$ cat src/rtl/sdram_arb_pkg.sv
// rtl/sdram_arb_pkg.sv - shared types and constants for the two-port SDRAM arbiter
package sdram_arb_pkg;

    typedef enum logic [1:0] {
        IDLE    = 2'd0,
        BUSY    = 2'd1,
        RELEASE = 2'd2
    } arb_state_t;

    localparam logic       PORT_DISP = 1'b0;
    localparam logic       PORT_GFX  = 1'b1;
    localparam logic [1:0] SEL_ALL   = 2'b11;

endpackage

$ cat src/rtl/sdram_arb_select.sv
// rtl/sdram_arb_select.sv - winner selection with optional starve counter (SDRAM_ARB_ANTI_STARVE_EN)
module sdram_arb_select
    import sdram_arb_pkg::*;
#(
    parameter int STARVE_LIMIT = 4
) (
    input  logic clk,
    input  logic rst_n,
    input  logic p0_req,
    input  logic p1_req,
    input  logic grant_evt,
    input  logic grant_port,
    output logic winner
);

`ifdef SDRAM_ARB_ANTI_STARVE_EN
    localparam int CNT_RAW = $clog2(STARVE_LIMIT + 1);
    localparam int CNT_W   = (CNT_RAW < 1) ? 1 : CNT_RAW;
    localparam logic [CNT_W-1:0] LIMIT = CNT_W'(STARVE_LIMIT);

    logic [CNT_W-1:0] starve_cnt;
    logic             starved;

    // Count display grants that left the rasterizer waiting; saturates at the limit
    always_ff @(posedge clk or negedge rst_n) begin
        if (!rst_n) begin
            starve_cnt <= '0;
        end else if (grant_evt) begin
            if (grant_port == PORT_GFX || !p1_req) begin
                starve_cnt <= '0;
            end else if (starve_cnt != LIMIT) begin
                starve_cnt <= starve_cnt + CNT_W'(1);
            end
        end
    end

    assign starved = (starve_cnt == LIMIT);

    // Display wins unless it is idle or the rasterizer has waited long enough
    always_comb begin
        winner = PORT_DISP;
        if (!p0_req) begin
            winner = PORT_GFX;
        end else if (p1_req && starved) begin
            winner = PORT_GFX;
        end
    end
`else
    logic unused_ok;
    assign unused_ok = ^{clk, rst_n, grant_evt, grant_port, p1_req, (STARVE_LIMIT != 0)};

    // Strict priority: display always wins when it requests
    always_comb begin
        winner = p0_req ? PORT_DISP : PORT_GFX;
    end
`endif

endmodule

$ cat src/rtl/sdram_arbiter.sv
// rtl/sdram_arbiter.sv - two-port arbiter/sequencer for the SDRAM controller, optional SDRAM_ARB_ANTI_STARVE_EN
module sdram_arbiter
    import sdram_arb_pkg::*;
#(
    parameter int ADDR_W       = 24,
    parameter int STARVE_LIMIT = 4
) (
    input  logic              clk,
    input  logic              reset_n_i,
    input  logic              p0_req_i,
    input  logic [ADDR_W-1:0] p0_adr_i,
    output logic [15:0]       p0_dat_o,
    output logic              p0_ack_o,
    input  logic              p1_req_i,
    input  logic              p1_we_i,
    input  logic [ADDR_W-1:0] p1_adr_i,
    input  logic [15:0]       p1_dat_i,
    input  logic [1:0]        p1_sel_i,
    output logic [15:0]       p1_dat_o,
    output logic              p1_ack_o,
    input  logic              mem_idle_i,
    output logic              mem_acc_o,
    output logic              mem_we_o,
    output logic [31:0]       mem_adr_o,
    output logic [15:0]       mem_dat_o,
    output logic [1:0]        mem_sel_o,
    input  logic [15:0]       mem_dat_i,
    input  logic              mem_ack_i
);

    arb_state_t state;
    arb_state_t state_next;
    logic       grant;
    logic       grant_evt;
    logic       winner;
    logic       mem_done;

    sdram_arb_select #(
        .STARVE_LIMIT(STARVE_LIMIT)
    ) u_select (
        .clk       (clk),
        .rst_n     (reset_n_i),
        .p0_req    (p0_req_i),
        .p1_req    (p1_req_i),
        .grant_evt (grant_evt),
        .grant_port(winner),
        .winner    (winner)
    );

    assign mem_done = (state == BUSY) && mem_ack_i;

    // State register
    always_ff @(posedge clk or negedge reset_n_i) begin
        if (!reset_n_i) begin
            state <= IDLE;
        end else begin
            state <= state_next;
        end
    end

    // Next state; RELEASE is a dead cycle so a just-acked requester cannot be re-granted
    always_comb begin
        state_next = state;
        grant_evt  = 1'b0;
        case (state)
            IDLE: begin
                if (mem_idle_i && (p0_req_i || p1_req_i)) begin
                    grant_evt  = 1'b1;
                    state_next = BUSY;
                end
            end
            BUSY: begin
                if (mem_ack_i) begin
                    state_next = RELEASE;
                end
            end
            RELEASE: begin
                state_next = IDLE;
            end
            default: begin
                state_next = IDLE;
            end
        endcase
    end

    // Controller-side request registers: loaded at grant, held through BUSY
    always_ff @(posedge clk or negedge reset_n_i) begin
        if (!reset_n_i) begin
            grant     <= PORT_DISP;
            mem_acc_o <= 1'b0;
            mem_we_o  <= 1'b0;
            mem_adr_o <= '0;
            mem_dat_o <= '0;
            mem_sel_o <= SEL_ALL;
        end else if (grant_evt) begin
            grant     <= winner;
            mem_acc_o <= 1'b1;
            if (winner == PORT_DISP) begin
                mem_we_o  <= 1'b0;
                mem_adr_o <= 32'(p0_adr_i);
                mem_dat_o <= '0;
                mem_sel_o <= SEL_ALL;
            end else begin
                mem_we_o  <= p1_we_i;
                mem_adr_o <= 32'(p1_adr_i);
                mem_dat_o <= p1_dat_i;
                mem_sel_o <= p1_we_i ? p1_sel_i : SEL_ALL;
            end
        end else if (mem_done) begin
            mem_acc_o <= 1'b0;
            mem_we_o  <= 1'b0;
        end
    end

    // Client-side completion: one-cycle ack, read data captured only for reads
    always_ff @(posedge clk or negedge reset_n_i) begin
        if (!reset_n_i) begin
            p0_ack_o <= 1'b0;
            p1_ack_o <= 1'b0;
            p0_dat_o <= '0;
            p1_dat_o <= '0;
        end else begin
            p0_ack_o <= 1'b0;
            p1_ack_o <= 1'b0;
            if (mem_done) begin
                if (grant == PORT_DISP) begin
                    p0_ack_o <= 1'b1;
                    p0_dat_o <= mem_dat_i;
                end else begin
                    p1_ack_o <= 1'b1;
                    if (!mem_we_o) begin
                        p1_dat_o <= mem_dat_i;
                    end
                end
            end
        end
    end

endmodule
$ cat config.mk
export PLATFORM = sky130hd
export DESIGN_NAME = sdram_arbiter
export DESIGN_NICKNAME = d
export VERILOG_FILES = /design/src/rtl/sdram_arb_pkg.sv /design/src/rtl/sdram_arb_select.sv /design/src/rtl/sdram_arbiter.sv
export SDC_FILE = /design/constraint.sdc
export NUM_CORES = 1
export LEC_CHECK = 0
export BUFFER_PORTS_ARGS = -buffer_cell sky130_fd_sc_hd__buf_2
export CORE_ASPECT_RATIO = 0.9
export CORE_UTILIZATION = 50
export DETAILED_ROUTE_END_ITERATION = 8
export GPL_ROUTABILITY_DRIVEN = 0
export PLACE_DENSITY = 0.86
export SLEW_MARGIN = 20
export SYNTH_ARGS = -nofsm -noshare
export SYNTH_HDL_FRONTEND = slang
export SYNTH_SLANG_ARGS = --single-unit
$ cat constraint.sdc
create_clock -name clk -period 4.3 [get_ports clk]
set_input_delay 0.43 -clock clk [delete_from_list [all_inputs] [get_ports clk]]
set_output_delay 0.43 -clock clk [all_outputs]
set_load 0.02 [all_outputs]
==> results of run 1 <==
## placed cells by master (no fill, tap or decap)
cell type	netlist	layout
sky130_fd_sc_hd__a21o_1	1	1
sky130_fd_sc_hd__clkinv_2	0	1
sky130_fd_sc_hd__mux2_2	62	62
sky130_fd_sc_hd__clkbuf_8	0	10
sky130_fd_sc_hd__nor4b_4	0	1
sky130_fd_sc_hd__nor2_2	1	1
sky130_fd_sc_hd__nor3b_1	1	1
sky130_fd_sc_hd__conb_1	1	8
sky130_fd_sc_hd__nand3b_4	1	1
sky130_fd_sc_hd__nor3_4	1	1
sky130_fd_sc_hd__dfstp_2	2	2
sky130_fd_sc_hd__buf_16	0	1
sky130_fd_sc_hd__buf_12	2	1
sky130_fd_sc_hd__nand2_1	1	1
sky130_fd_sc_hd__buf_4	9	1
sky130_fd_sc_hd__or2_2	3	3
sky130_fd_sc_hd__dfrtp_1	79	79
sky130_fd_sc_hd__nor2_1	2	2
sky130_fd_sc_hd__nand2b_1	1	1
sky130_fd_sc_hd__mux2_4	10	10
sky130_fd_sc_hd__mux2i_1	2	2
sky130_fd_sc_hd__mux2_1	26	26
sky130_fd_sc_hd__buf_2	2	165
sky130_fd_sc_hd__clkbuf_1	2	5
sky130_fd_sc_hd__inv_1	2	2
sky130_fd_sc_hd__nor2b_1	16	16
## layer usage
metal	wire (µm)	vias to the layer above
met5	0	-
met4	76	0
met3	521	8
met2	3740	115
met1	3060	1179
li1	-	1121
## final timing paths
path	startpoint	endpoint	slack [ns]	cells after the start
max	p0_req_i	mem_dat_o[2]	1.82	5
min	reset_n_i	p1_dat_o[7]	0.03	1
max reg2reg	state[0]	mem_dat_o[2]	2.25	3
min reg2reg	mem_acc_o	mem_acc_o	0.48	1
max in group asynchronous	reset_n_i	mem_sel_o[0]	3.63	2
min in group clk	mem_dat_i[0]	p1_dat_o[0]	0.34	2
## power by group through the flow
stage / clock [mW] / sequential [mW] / combinational (mW)
2_1_floorplan: 0 / 1.58 / 0.394
3_3_place_gp: 0 / 1.22 / 1.14
3_5_place_dp: 0 / 1.23 / 1.17
4_1_cts: 0.481 / 1.22 / 1.17
5_1_grt: 0.514 / 1.26 / 1.24
6_report: 0.467 / 1.22 / 1.16
## stage by stage
stage / util [%] / total power, mW / setup slack (ns) / cells
floorplan: - / 1.98 / 2.69 / 240
global placement: 65.2 / 2.36 / 1.53 / 477
detailed placement: 65.2 / 2.40 / 1.42 / 477
CTS: 67.6 / 2.88 / 1.80 / 493
global route: 68.0 / 3.01 / 1.65 / 494
finish: 68.0 / 2.85 / 1.82 / 494
## logic make-up (layout without fill, tap and decap cells)
group | count (synthesis) | count (layout) | share of synthesized area [%]
other | 1 | 8 | 0.104
AOI/OAI and AO/OA | 1 | 1 | 0.209
DFF | 81 | 81 | 56.4
muxes | 100 | 100 | 32.3
and+or+nand+nor | 28 | 28 | 5.60
buffers and inverters | 22 | 186 | 5.46
## layout make-up
cell class | count | area (µm²) | share of cell area [%]
clock buffers | 15 | 156 | 3.40
clock inverters | 1 | 5.00 | 0.109
inverters | 2 | 7.51 | 0.163
multi-input cells | 137 | 1410 | 30.6
flip-flops and latches | 81 | 2030 | 44.1
well taps | 90 | 113 | 2.45
repair buffers | 168 | 881 | 19.1
## state kept, by name, summed over array words and instances, names as in the netlist
register,cells
p1_ack_o,1
p1_dat_o,16
grant,1
mem_we_o,1
state,2
mem_acc_o,1
p0_ack_o,1
mem_dat_o,16
mem_sel_o,2
p0_dat_o,16
mem_adr_o,24
==> flow_summary.html, run 1 <==
<table>
<tr><th>Metric</th><th>Value</th></tr>
<tr><th colspan="2">GRT</th></tr>
<tr><td>Met1 global-route usage</td><td>24.5%</td></tr>
<tr><td>Met3 track demand over resource</td><td>5.31%</td></tr>
<tr><td>Number of antenna violations at the first check in global routing</td><td>0</td></tr>
<tr><td>Tot GR Track Use</td><td>20.5%</td></tr>
<tr><td>Wire length of the first global-routing pass</td><td>11,700 µm</td></tr>
<tr><td>Residual overflow from global routing</td><td>0</td></tr>
<tr><td>Via count of the first global-routing pass</td><td>around 2,500</td></tr>
<tr><td>Most utilized layer in the global route result</td><td>met2</td></tr>
<tr><td>Maximum number of pins on one net before global-route repair</td><td>82</td></tr>
<tr><td>Met2 global-route usage</td><td>around 35%</td></tr>
<tr><th colspan="2">STA</th></tr>
<tr><td>Final setup viols</td><td>0</td></tr>
<tr><td>Worst hold-check slack</td><td>0.0270 ns</td></tr>
<tr><td>Setup skew after layout</td><td>0.00963 ns</td></tr>
<tr><td>Total negative slack for setup checks</td><td>0 ns</td></tr>
<tr><td>Count of pins over their slew limit</td><td>0</td></tr>
<tr><td>RSZ-0062 raised after global routing</td><td>no</td></tr>
<tr><td>Worst slew pin tran</td><td>0.877 ns</td></tr>
<tr><td>Period Utilization, post-route</td><td>57.6%</td></tr>
<tr><td>Fin crit period</td><td>approximately 2.5 ns</td></tr>
<tr><td>Slew margin rel.</td><td>41.4%</td></tr>
<tr><td>Final number of hold-violating endpoints</td><td>0</td></tr>
<tr><td>Peak Freq</td><td>403 MHz</td></tr>
<tr><th colspan="2">Worst setup path</th></tr>
<tr><td>CP Data Arrival Time</td><td>2.69 ns</td></tr>
<tr><td>Critical path class</td><td>input port to flop</td></tr>
<tr><td>Crit end category</td><td>flop</td></tr>
<tr><td>Cell-by-cell listing of the critical path</td><td>buf_2 -&gt; nor2_1 -&gt; nor4b_4 -&gt; buf_12 -&gt; mux2_2</td></tr>
<tr><td>Worst endpoint required time</td><td>approximately 4.5 ns</td></tr>
<tr><td>Critical-path cell with the highest stage delay</td><td>sky130_fd_sc_hd__nor4b_4</td></tr>
<tr><td>Maximum net fanout on the critical path</td><td>43</td></tr>
<tr><td>Largest incremental delay on the critical path</td><td>0.75 ns</td></tr>
<tr><td>Buffer and inverter count on the worst path</td><td>2</td></tr>
<tr><td>Category of cells accounting for the largest share of critical-path delay</td><td>buffers and inverters</td></tr>
<tr><td>Type of element launching the critical path</td><td>input port</td></tr>
<tr><th colspan="2">Detailed routing</th></tr>
<tr><td>Drt pass-1 iters</td><td>4</td></tr>
<tr><td>DRT antenna net count</td><td>0</td></tr>
<tr><td>WL final</td><td>7400 µm</td></tr>
<tr><td>Number of vias per cell after detailed routing</td><td>4.90</td></tr>
<tr><td>Number of DRC markers in iteration 0</td><td>28</td></tr>
<tr><td>Post-route DRC violation count</td><td>0</td></tr>
<tr><td>Routed vias</td><td>2,423</td></tr>
<tr><td>Routed length per placed instance</td><td>15.0 µm</td></tr>
<tr><th colspan="2">Synthesis</th></tr>
<tr><td>Average instance area after synthesis</td><td>15.4 µm²</td></tr>
<tr><td>Seq/Total Area, Yosys</td><td>between 50% and 60%</td></tr>
<tr><td>Cell with the most instances after synthesis</td><td>sky130_fd_sc_hd__dfrtp_1</td></tr>
<tr><td>Synth Warn #</td><td>0</td></tr>
<tr><td>FF+latch count, synth</td><td>between 80 and 90</td></tr>
<tr><td>Portion of synthesized cell area occupied by the leading cell type</td><td>54.9%</td></tr>
<tr><td>Netlist Area Pre-Place</td><td>3600 µm²</td></tr>
<tr><td>Most numerous cell types in the synthesized netlist</td><td>sky130_fd_sc_hd__dfrtp_1 (79), sky130_fd_sc_hd__mux2_2 (62), sky130_fd_sc_hd__mux2_1 (26)</td></tr>
<tr><td>Number of instances in the synthesized netlist</td><td>approximately 230</td></tr>
<tr><td>Most instantiated flip-flop cell in the synthesis netlist</td><td>sky130_fd_sc_hd__dfrtp_1</td></tr>
<tr><td>Fraction of registers with async set or reset after synthesis</td><td>100%</td></tr>
<tr><td>Biggest area consumer among synthesized cells</td><td>sky130_fd_sc_hd__dfrtp_1</td></tr>
<tr><td>Distinct cell type count of the synthesized netlist</td><td>25</td></tr>
<tr><td>Largest cells by area after synthesis</td><td>sky130_fd_sc_hd__dfrtp_1 (55%), sky130_fd_sc_hd__mux2_2 (19%), sky130_fd_sc_hd__mux2_1 (8.1%)</td></tr>
<tr><td>Number of enable flip-flop cells after synthesis</td><td>0</td></tr>
<tr><th colspan="2">Clocking</th></tr>
<tr><td>Total CTS buffers</td><td>9</td></tr>
<tr><td>H-Tree Depth</td><td>3</td></tr>
<tr><td>CTS tree</td><td>done</td></tr>
<tr><td>Clock Latency Late Sink</td><td>0.33 ns</td></tr>
<tr><td>Number of hold buffers added after cts</td><td>0</td></tr>
<tr><td>Number of setup buffers added after CTS</td><td>0</td></tr>
<tr><td>Clock buffer depth</td><td>2</td></tr>
<tr><td>Clock root cell</td><td>sky130_fd_sc_hd__clkbuf_8</td></tr>
<tr><td>Number of sinks driven by the clock tree</td><td>81</td></tr>
<tr><td>Count of cells resized by post-cts repair</td><td>0</td></tr>
<tr><td>CTS clk-pin slew, worst paths</td><td>~0.07 ns</td></tr>
<tr><th colspan="2">Floorplanning</th></tr>
<tr><td>Overall die area</td><td>7540 µm²</td></tr>
<tr><td>Effective utilization at floorplan</td><td>53.2%</td></tr>
<tr><td>Placeable core region</td><td>6760 µm²</td></tr>
<tr><td>Count of pins on the block boundary</td><td>about 180</td></tr>
<tr><td>Die boundary width</td><td>about 91 µm</td></tr>
<tr><td>Site Rows</td><td>28</td></tr>
<tr><td>Die boundary height</td><td>82.5 µm</td></tr>
<tr><th colspan="2">Finish</th></tr>
<tr><td>Antenna Diode Count</td><td>0</td></tr>
<tr><td>Final Instance Area</td><td>4600 µm²</td></tr>
<tr><td>Nets</td><td>488</td></tr>
<tr><td>Share of final-layout standard cells stronger than drive strength 1</td><td>64.4%</td></tr>
<tr><td>Layout overhead on the synthesized area</td><td>27.8%</td></tr>
<tr><td>Fill cell instance count of the final layout</td><td>521</td></tr>
<tr><th colspan="2">Pwr</th></tr>
<tr><td>Internal power consumption</td><td>1.79 mW</td></tr>
<tr><td>Share of power burned in the clock network</td><td>16.4%</td></tr>
<tr><td>Register share of total power</td><td>42.8%</td></tr>
<tr><td>Switch Pwr</td><td>between 1 and 1.5 mW</td></tr>
<tr><td>Pwr/cell area</td><td>619 nW/µm²</td></tr>
<tr><td>Maximum vdd ir drop</td><td>0.000397 V</td></tr>
<tr><td>Switching Fraction</td><td>37.3%</td></tr>
<tr><td>Gate power share</td><td>between 40% and 50%</td></tr>
<tr><td>Leakage</td><td>between 2 and 2.5 nW</td></tr>
<tr><th colspan="2">Placement</th></tr>
<tr><td>Placed Area</td><td>roughly 4400 µm²</td></tr>
<tr><td>Detail Placement HPWL</td><td>5440 µm</td></tr>
<tr><td>Port Buffers</td><td>between 150 and 200</td></tr>
<tr><th colspan="2">Status</th></tr>
<tr><td>Outcome</td><td>complete, no violations</td></tr>
<tr><th colspan="2">Worst hold path</th></tr>
<tr><td>Type of the most critical hold path</td><td>input port to async pin</td></tr>
<tr><th colspan="2">Flow run</th></tr>
<tr><td>Reported max-cap violation count</td><td>0</td></tr>
</table>
Power figures use the tool's default switching activity.
==> run 2: changes to the inputs <==
CORE_UTILIZATION = 46   (was 50)
PLACE_DENSITY = 0.8   (was 0.86)
clock period = 2.5 ns   (was 4.3 ns; I/O delays follow)
==> flow_summary.html, run 2 (synthesis results as in run 1) <==
<table>
<tr><th>Metric</th><th>Value</th></tr>
<tr><th colspan="2">Finish</th></tr>
<tr><td>Leading cell type in the layout, fill and taps excluded</td><td>sky130_fd_sc_hd__buf_2</td></tr>
<tr><td>Share of final-layout standard cells stronger than drive strength 1</td><td>65.0% (+0.67 points)</td></tr>
<tr><td>Flip-flop count of the largest register after layout</td><td>24 (unchanged)</td></tr>
<tr><td>Fill cell instance count of the final layout</td><td>634 (+22%)</td></tr>
<tr><td>Final core utilization</td><td>61.3% (-6.8 points)</td></tr>
<tr><td>Top register by number of flip-flops</td><td>mem_adr_o</td></tr>
<tr><td>Area occupied by multi-input gates</td><td>1410 µm² (unchanged)</td></tr>
<tr><td>Nets</td><td>490 (+0.41%)</td></tr>
<tr><td>Top library cells by usage in the layout, fill and taps aside</td><td>sky130_fd_sc_hd__buf_2 (165), sky130_fd_sc_hd__dfrtp_1 (79), sky130_fd_sc_hd__mux2_2 (62)</td></tr>
<tr><td>FF+latch area</td><td>2030 µm² (unchanged)</td></tr>
<tr><td>Layout overhead on the synthesized area</td><td>28.4%</td></tr>
<tr><td>Final Instance Area</td><td>4620 µm² (+0.46%)</td></tr>
<tr><td>Antenna Diode Count</td><td>0 (unchanged)</td></tr>
<tr><td>Count of non-filler cells in the finished layout</td><td>502 (+1.6%)</td></tr>
<tr><th colspan="2">STA</th></tr>
<tr><td>Setup skew after layout</td><td>0.00748 ns (-0.00215 ns)</td></tr>
<tr><td>Slew margin rel.</td><td>48.8% (+7.4 points)</td></tr>
<tr><td>Worst hold-check slack</td><td>-0.0618 ns (-0.0888 ns)</td></tr>
<tr><td>Final number of hold-violating endpoints</td><td>79 (+79)</td></tr>
<tr><td>Count of pins over their slew limit</td><td>0 (unchanged)</td></tr>
<tr><td>Worst slew pin tran</td><td>0.766 ns (-0.112 ns)</td></tr>
<tr><td>Fin crit period</td><td>1.78 ns</td></tr>
<tr><td>RSZ-0062 raised after global routing</td><td>no</td></tr>
<tr><td>Final setup viols</td><td>0 (unchanged)</td></tr>
<tr><td>Post-route setup slack</td><td>0.718 ns (-1.10 ns)</td></tr>
<tr><td>Peak Freq</td><td>approximately 560 MHz</td></tr>
<tr><td>Total negative slack for setup checks</td><td>0 ns (unchanged)</td></tr>
<tr><td>Period Utilization, post-route</td><td>71.3%</td></tr>
<tr><th colspan="2">Clocking</th></tr>
<tr><td>Number of hold buffers added after cts</td><td>0 (unchanged)</td></tr>
<tr><td>Count of cells resized by post-cts repair</td><td>0 (unchanged)</td></tr>
<tr><td>CTS tree</td><td>done</td></tr>
<tr><td>Number of sinks driven by the clock tree</td><td>81 (unchanged)</td></tr>
<tr><td>Number of setup buffers added after CTS</td><td>0 (unchanged)</td></tr>
<tr><td>H-Tree Depth</td><td>3 (unchanged)</td></tr>
<tr><td>Clock root cell</td><td>sky130_fd_sc_hd__clkbuf_8</td></tr>
<tr><td>Clock buffer depth</td><td>2 (unchanged)</td></tr>
<tr><td>Clock Latency Late Sink</td><td>0.33 ns (about the same)</td></tr>
<tr><td>CTS clk-pin slew, worst paths</td><td>0.08 ns (about the same)</td></tr>
<tr><td>Total CTS buffers</td><td>9 (unchanged)</td></tr>
<tr><th colspan="2">Detailed routing</th></tr>
<tr><td>WL final</td><td>7240 µm (-2.2%)</td></tr>
<tr><td>Routed length per placed instance</td><td>14.4 µm (-3.7%)</td></tr>
<tr><td>Number of DRC markers in iteration 0</td><td>63 (+130%)</td></tr>
<tr><td>Post-route DRC violation count</td><td>0 (unchanged)</td></tr>
<tr><td>Routed vias</td><td>2,390 (-1.4%)</td></tr>
<tr><td>Drt pass-1 iters</td><td>4 (unchanged)</td></tr>
<tr><td>Number of vias per cell after detailed routing</td><td>4.76 (-2.9%)</td></tr>
<tr><td>DRT antenna net count</td><td>0 (unchanged)</td></tr>
<tr><th colspan="2">GRT</th></tr>
<tr><td>Wire length of the first global-routing pass</td><td>11,500 µm (-1.8%)</td></tr>
<tr><td>Via count of the first global-routing pass</td><td>2,442 (-0.53%)</td></tr>
<tr><td>Maximum number of pins on one net before global-route repair</td><td>82 (unchanged)</td></tr>
<tr><td>Number of antenna violations at the first check in global routing</td><td>0 (unchanged)</td></tr>
<tr><td>Tot GR Track Use</td><td>18.3% (-2.2 points)</td></tr>
<tr><td>Residual overflow from global routing</td><td>0 (unchanged)</td></tr>
<tr><th colspan="2">Flow run</th></tr>
<tr><td>Reported max-cap violation count</td><td>0 (unchanged)</td></tr>
<tr><th colspan="2">Pwr</th></tr>
<tr><td>Maximum vdd ir drop</td><td>0.000707 V (+78%)</td></tr>
<tr><td>PnR Total Power</td><td>4.98 mW (+75%)</td></tr>
<tr><td>Pwr/cell area</td><td>1080 nW/µm² (+74%)</td></tr>
<tr><td>Leakage</td><td>2.34 nW (+0.69%)</td></tr>
<tr><th colspan="2">Worst setup path</th></tr>
<tr><td>Type of element launching the critical path</td><td>flop</td></tr>
<tr><td>Crit end category</td><td>flop</td></tr>
<tr><td>Flop2flop setup slack</td><td>0.72 ns (-1.53 ns)</td></tr>
<tr><td>CP Data Arrival Time</td><td>2.00 ns (-0.69 ns)</td></tr>
<tr><td>Maximum net fanout on the critical path</td><td>16 (-63%)</td></tr>
<tr><td>Number of cells on the worst reg-to-reg path</td><td>3 (unchanged)</td></tr>
<tr><td>Critical path class</td><td>flop to flop</td></tr>
<tr><td>Startpoint of the worst register-to-register path</td><td>state[1]</td></tr>
<tr><td>Worst R2R End</td><td>p1_dat_o[4]</td></tr>
<tr><td>Worst endpoint required time</td><td>2.72 ns (-1.79 ns)</td></tr>
<tr><th colspan="2">Floorplanning</th></tr>
<tr><td>Site Rows</td><td>30 (+7.1%)</td></tr>
<tr><td>Overall die area</td><td>8180 µm² (+8.5%)</td></tr>
<tr><td>Effective utilization at floorplan</td><td>47.7% (-5.5 points)</td></tr>
<tr><td>Die boundary height</td><td>85.9 µm (+4.2%)</td></tr>
<tr><td>Die boundary width</td><td>95.2 µm (+4.2%)</td></tr>
<tr><td>Placeable core region</td><td>7540 µm² (+12%)</td></tr>
<tr><td>Count of pins on the block boundary</td><td>175 (unchanged)</td></tr>
<tr><th colspan="2">Placement</th></tr>
<tr><td>Pre-CTS setup slack</td><td>0.696 ns (-0.727 ns)</td></tr>
<tr><td>Placed Area</td><td>4430 µm² (+0.40%)</td></tr>
<tr><td>Port Buffers</td><td>166 (unchanged)</td></tr>
<tr><td>Detail Placement HPWL</td><td>5310 µm (-2.3%)</td></tr>
<tr><td>Post-placement cell count</td><td>486 (+1.9%)</td></tr>
<tr><th colspan="2">Status</th></tr>
<tr><td>Violations in the final reports</td><td>hold timing</td></tr>
<tr><td>Outcome</td><td>finished, violations left</td></tr>
<tr><th colspan="2">Worst hold path</th></tr>
<tr><td>Type of the most critical hold path</td><td>input port to async pin</td></tr>
</table>
-- run 2: layer usage --
| layer | vias to the layer above | global-route usage, % | wire (µm) |
|---|---|---|---|
| met1 | 1136 | 22.3 | 2910 |
| met5 | - | 0 | 0 |
| met4 | 0 | 6.06 | 80 |
| met2 | 117 | 30.5 | 3500 |
| met3 | 9 | 6.03 | 744 |
| li1 | 1128 | - | - |
-- run 2: worst max-delay path: stages, from the launching register on --
cell                       delay, ns
sky130_fd_sc_hd__dfrtp_1        0.43
sky130_fd_sc_hd__nand3b_4       0.22
sky130_fd_sc_hd__nor3_4         0.61
sky130_fd_sc_hd__mux2_2         0.41
-- run 2: power breakdown --
group | switching, mW | internal [mW] | total, mW | leakage, nW
Combinational | 1.14 | 0.854 | 1.99 | 1.26
Sequential | 0.254 | 1.83 | 2.08 | 0.980
Clock | 0.426 | 0.487 | 0.914 | 0.0974
Total | 1.82 | 3.17 | 4.98 | 2.34
-- run 2: layout make-up --
type	instances	area share [%]
Sequential cell	81	43.9
Clock buffer	13	3.22
Clock inverter	3	0.866
Timing Repair Buffer	170	18.8
Tap cell	96	2.60
Inverter	2	0.162
Multi-Input combinational cell	137	30.5
-- run 2: worst max-delay path by stage --
stage,from,endpoint,slack [ns],depth (start not counted)
after global placement,p0_req_i,mem_dat_o[4],0.75,5
after floorplan,state[1],p0_dat_o[0],1.02,4
after CTS,state[1],p1_dat_o[4],0.69,3
after detailed placement,state[1],p1_dat_o[4],0.70,3
final,state[1],p1_dat_o[4],0.72,3
after global routing,state[1],p1_dat_o[12],0.60,3
==> run 3: changes to the inputs <==
ABC_AREA = 1   (was default)
CORE_UTILIZATION = 47   (was 46)
PLACE_DENSITY = 0.81   (was 0.8)
clock period = 1.8 ns   (was 2.5 ns; I/O delays follow)
==> flow_summary.html, run 3 <==
<table>
<tr><th>Metric</th><th>Value</th></tr>
<tr><th colspan="2">Placement</th></tr>
<tr><td>Port Buffers</td><td>166 (unchanged)</td></tr>
<tr><td>Detail Placement HPWL</td><td>6380 µm (+20%)</td></tr>
<tr><td>Pre-CTS setup slack</td><td>0.148 ns (-0.549 ns)</td></tr>
<tr><th colspan="2">Finish</th></tr>
<tr><td>Share of final-layout standard cells stronger than drive strength 1</td><td>32.2% (-33 points)</td></tr>
<tr><td>Top library cells by usage in the layout, fill and taps aside</td><td>sky130_fd_sc_hd__nand2_1 (261), sky130_fd_sc_hd__buf_2 (165), sky130_fd_sc_hd__dfrtp_1 (79)</td></tr>
<tr><td>Fill cell instance count of the final layout</td><td>722 (+14%)</td></tr>
<tr><td>FF+latch area</td><td>2030 µm² (unchanged)</td></tr>
<tr><td>Layout overhead on the synthesized area</td><td>28.6%</td></tr>
<tr><td>Leading cell type in the layout, fill and taps excluded</td><td>sky130_fd_sc_hd__nand2_1</td></tr>
<tr><td>Top register by number of flip-flops</td><td>mem_adr_o</td></tr>
<tr><td>Area occupied by multi-input gates</td><td>1480 µm² (+5.0%)</td></tr>
<tr><td>Nets</td><td>706 (+44%)</td></tr>
<tr><td>Flip-flop count of the largest register after layout</td><td>24 (unchanged)</td></tr>
<tr><td>Antenna Diode Count</td><td>0 (unchanged)</td></tr>
<tr><th colspan="2">Clocking</th></tr>
<tr><td>Clock buffer depth</td><td>2 (unchanged)</td></tr>
<tr><td>Clock root cell</td><td>sky130_fd_sc_hd__clkbuf_8</td></tr>
<tr><td>CTS clk-pin slew, worst paths</td><td>0.08 ns (about the same)</td></tr>
<tr><td>Count of cells resized by post-cts repair</td><td>0 (unchanged)</td></tr>
<tr><td>CTS tree</td><td>done</td></tr>
<tr><td>Number of hold buffers added after cts</td><td>1 (+1)</td></tr>
<tr><td>Total CTS buffers</td><td>9 (unchanged)</td></tr>
<tr><td>Clock Latency Late Sink</td><td>0.34 ns (about the same)</td></tr>
<tr><td>Number of setup buffers added after CTS</td><td>0 (unchanged)</td></tr>
<tr><td>H-Tree Depth</td><td>3 (unchanged)</td></tr>
<tr><td>Number of sinks driven by the clock tree</td><td>81 (unchanged)</td></tr>
<tr><th colspan="2">Detailed routing</th></tr>
<tr><td>Routed vias</td><td>3,444 (+44%)</td></tr>
<tr><td>Post-route DRC violation count</td><td>0 (unchanged)</td></tr>
<tr><td>Number of vias per cell after detailed routing</td><td>4.80 (+0.75%)</td></tr>
<tr><td>Drt pass-1 iters</td><td>4 (unchanged)</td></tr>
<tr><td>Number of DRC markers in iteration 0</td><td>131 (+110%)</td></tr>
<tr><td>Routed length per placed instance</td><td>12.5 µm (-13%)</td></tr>
<tr><td>DRT antenna net count</td><td>0 (unchanged)</td></tr>
<tr><td>WL final</td><td>8980 µm (+24%)</td></tr>
<tr><th colspan="2">Floorplanning</th></tr>
<tr><td>Count of pins on the block boundary</td><td>175 (unchanged)</td></tr>
<tr><td>Site Rows</td><td>30 (unchanged)</td></tr>
<tr><td>Placeable core region</td><td>7580 µm² (+0.50%)</td></tr>
<tr><td>Overall die area</td><td>8240 µm² (+0.75%)</td></tr>
<tr><td>Effective utilization at floorplan</td><td>48.9% (+1.2 points)</td></tr>
<tr><td>Die boundary width</td><td>95.6 µm (+0.37%)</td></tr>
<tr><td>Die boundary height</td><td>86.2 µm (+0.37%)</td></tr>
<tr><th colspan="2">Status</th></tr>
<tr><td>Outcome</td><td>complete, no violations</td></tr>
<tr><th colspan="2">Pwr</th></tr>
<tr><td>Maximum vdd ir drop</td><td>0.000545 V (-23%)</td></tr>
<tr><td>Share of power burned in the clock network</td><td>19.2% (+0.9 points)</td></tr>
<tr><td>Register share of total power</td><td>41.9% (+0.2 points)</td></tr>
<tr><td>Gate power share</td><td>38.9% (-1.1 points)</td></tr>
<tr><td>Internal power consumption</td><td>4.02 mW (+27%)</td></tr>
<tr><td>Pwr/cell area</td><td>1430 nW/µm² (+33%)</td></tr>
<tr><td>Switching Fraction</td><td>41.2% (+4.7 points)</td></tr>
<tr><td>Switch Pwr</td><td>2.81 mW (+55%)</td></tr>
<tr><td>Leakage</td><td>2.85 nW (+22%)</td></tr>
<tr><th colspan="2">Worst setup path</th></tr>
<tr><td>Type of element launching the critical path</td><td>flop</td></tr>
<tr><td>Worst endpoint required time</td><td>2.07 ns (-0.65 ns)</td></tr>
<tr><td>Number of cells on the worst reg-to-reg path</td><td>5 (+2)</td></tr>
<tr><td>Critical path class</td><td>flop to flop</td></tr>
<tr><td>Flop2flop setup slack</td><td>0.14 ns (-0.58 ns)</td></tr>
<tr><td>Crit end category</td><td>flop</td></tr>
<tr><td>Startpoint of the worst register-to-register path</td><td>state[1]</td></tr>
<tr><td>Worst setup path startpoint</td><td>state[1]</td></tr>
<tr><td>Crit path capture</td><td>p1_dat_o[3]</td></tr>
<tr><td>Maximum net fanout on the critical path</td><td>21 (+5)</td></tr>
<tr><td>CP Data Arrival Time</td><td>1.93 ns (-0.07 ns)</td></tr>
<tr><td>Worst R2R End</td><td>p1_dat_o[3]</td></tr>
<tr><th colspan="2">GRT</th></tr>
<tr><td>Via count of the first global-routing pass</td><td>3,178 (+30%)</td></tr>
<tr><td>Tot GR Track Use</td><td>22.7% (+4.3 points)</td></tr>
<tr><td>Maximum number of pins on one net before global-route repair</td><td>47 (-43%)</td></tr>
<tr><td>Residual overflow from global routing</td><td>0 (unchanged)</td></tr>
<tr><td>Number of antenna violations at the first check in global routing</td><td>0 (unchanged)</td></tr>
<tr><td>Wire length of the first global-routing pass</td><td>14,500 µm (+26%)</td></tr>
<tr><th colspan="2">STA</th></tr>
<tr><td>Count of pins over their slew limit</td><td>0 (unchanged)</td></tr>
<tr><td>Post-route setup slack</td><td>0.138 ns (-0.579 ns)</td></tr>
<tr><td>Final setup viols</td><td>0 (unchanged)</td></tr>
<tr><td>Period Utilization, post-route</td><td>92.3% (+21 points)</td></tr>
<tr><td>Final number of hold-violating endpoints</td><td>0 (-100%)</td></tr>
<tr><td>Worst slew pin tran</td><td>0.584 ns (-0.181 ns)</td></tr>
<tr><td>Total negative slack for setup checks</td><td>0 ns (unchanged)</td></tr>
<tr><td>RSZ-0062 raised after global routing</td><td>no</td></tr>
<tr><td>Peak Freq</td><td>602 MHz (+7.3%)</td></tr>
<tr><td>Setup skew after layout</td><td>0.00972 ns (+0.00224 ns)</td></tr>
<tr><td>Fin crit period</td><td>1.66 ns (-0.121 ns)</td></tr>
<tr><td>Slew margin rel.</td><td>61.1% (+12 points)</td></tr>
<tr><th colspan="2">Synthesis</th></tr>
<tr><td>Seq/Total Area, Yosys</td><td>54.8% (-1.6 points)</td></tr>
<tr><td>Average instance area after synthesis</td><td>8.11 µm² (-48%)</td></tr>
<tr><td>Cell with the most instances after synthesis</td><td>sky130_fd_sc_hd__nand2_1</td></tr>
<tr><td>Synth Warn #</td><td>0 (unchanged)</td></tr>
<tr><td>Largest cells by area after synthesis</td><td>sky130_fd_sc_hd__dfrtp_1 (53%), sky130_fd_sc_hd__nand2_1 (26%), sky130_fd_sc_hd__nand3b_1 (3.8%)</td></tr>
<tr><td>Number of instances in the synthesized netlist</td><td>457 (+96%)</td></tr>
<tr><td>Netlist Area Pre-Place</td><td>3710 µm² (+3.0%)</td></tr>
<tr><td>Fraction of registers with async set or reset after synthesis</td><td>100% (unchanged)</td></tr>
<tr><td>Most instantiated flip-flop cell in the synthesis netlist</td><td>sky130_fd_sc_hd__dfrtp_1</td></tr>
<tr><td>Portion of synthesized cell area occupied by the leading cell type</td><td>53.3% (-1.6 points)</td></tr>
<tr><td>FF+latch count, synth</td><td>81 (unchanged)</td></tr>
<tr><td>Distinct cell type count of the synthesized netlist</td><td>21 (-16%)</td></tr>
<tr><td>Most numerous cell types in the synthesized netlist</td><td>sky130_fd_sc_hd__nand2_1 (261), sky130_fd_sc_hd__dfrtp_1 (79), sky130_fd_sc_hd__nand3_1 (27)</td></tr>
<tr><td>Number of enable flip-flop cells after synthesis</td><td>0 (unchanged)</td></tr>
<tr><td>Biggest area consumer among synthesized cells</td><td>sky130_fd_sc_hd__dfrtp_1</td></tr>
<tr><th colspan="2">Worst hold path</th></tr>
<tr><td>Type of the most critical hold path</td><td>input port to flop</td></tr>
<tr><th colspan="2">Flow run</th></tr>
<tr><td>Reported max-cap violation count</td><td>0 (unchanged)</td></tr>
</table>
[run 3: cell families after synthesis]
family | synth area share [%]
buf+inv | 6.18
simple gates | 36.7
compound gates | 2.30
other cells | 0.101
flops | 54.8
[run 3: cell type report]
class | instances | area share, %
repair buffers | 175 | 19.2
clock buffers | 11 | 2.97
clock inverters | 5 | 1.15
multi-input cells | 343 | 31.0
well taps | 96 | 2.52
flip-flops and latches | 81 | 42.6
inverters | 7 | 0.551
[run 3: worst min-delay path by stage]
stage / startpoint / end / slack [ns] / depth (start not counted)
floorplan: reset_n_i / grant / -0.12 / 0
global placement: reset_n_i / mem_dat_o[7] / 0.21 / 1
detailed placement: reset_n_i / mem_dat_o[7] / 0.22 / 1
CTS: mem_dat_i[13] / p1_dat_o[13] / 0.04 / 3
global route: mem_dat_i[11] / p0_dat_o[11] / 0.04 / 3
finish: mem_dat_i[11] / p0_dat_o[11] / 0.06 / 3
[run 3: stage by stage]
step	utilization (%)	instance area (µm²)	hold WS [ns]	total power, mW	instances
2_1_floorplan	-	3730	-0.116	4.55	464
3_3_place_gp	60.1	4560	0.210	5.49	701
6_report	62.9	4770	0.0592	6.83	718
3_5_place_dp	60.1	4560	0.223	5.58	701
5_1_grt	62.9	4770	0.0444	7.30	718
4_1_cts	62.9	4770	0.0399	6.90	718
[run 3: power by group through the flow]
stage	clock network, mW	logic, mW	registers, mW
floorplan	0	0.870	3.68
global placement	0	2.62	2.87
detailed placement	0	2.69	2.88
CTS	1.35	2.69	2.86
global route	1.40	2.95	2.94
finish	1.31	2.66	2.86
[run 3: worst max-delay path, stage by stage, from the launching register on]
cell and delay (ns):
sky130_fd_sc_hd__dfrtp_1 0.42, sky130_fd_sc_hd__inv_1 0.10, sky130_fd_sc_hd__nand3_2 0.39, sky130_fd_sc_hd__nor2_4 0.49, sky130_fd_sc_hd__nand2_1 0.11, sky130_fd_sc_hd__nand2_1 0.09
[run 3: routing by layer]
| layer | wire length (µm) | global-route usage [%] |
|---|---|---|
| met2 | 4310 | 38.2 |
| met5 | 0 | 0 |
| met3 | 617 | 4.21 |
| met4 | 82 | 6.92 |
| met1 | 3970 | 29.7 |
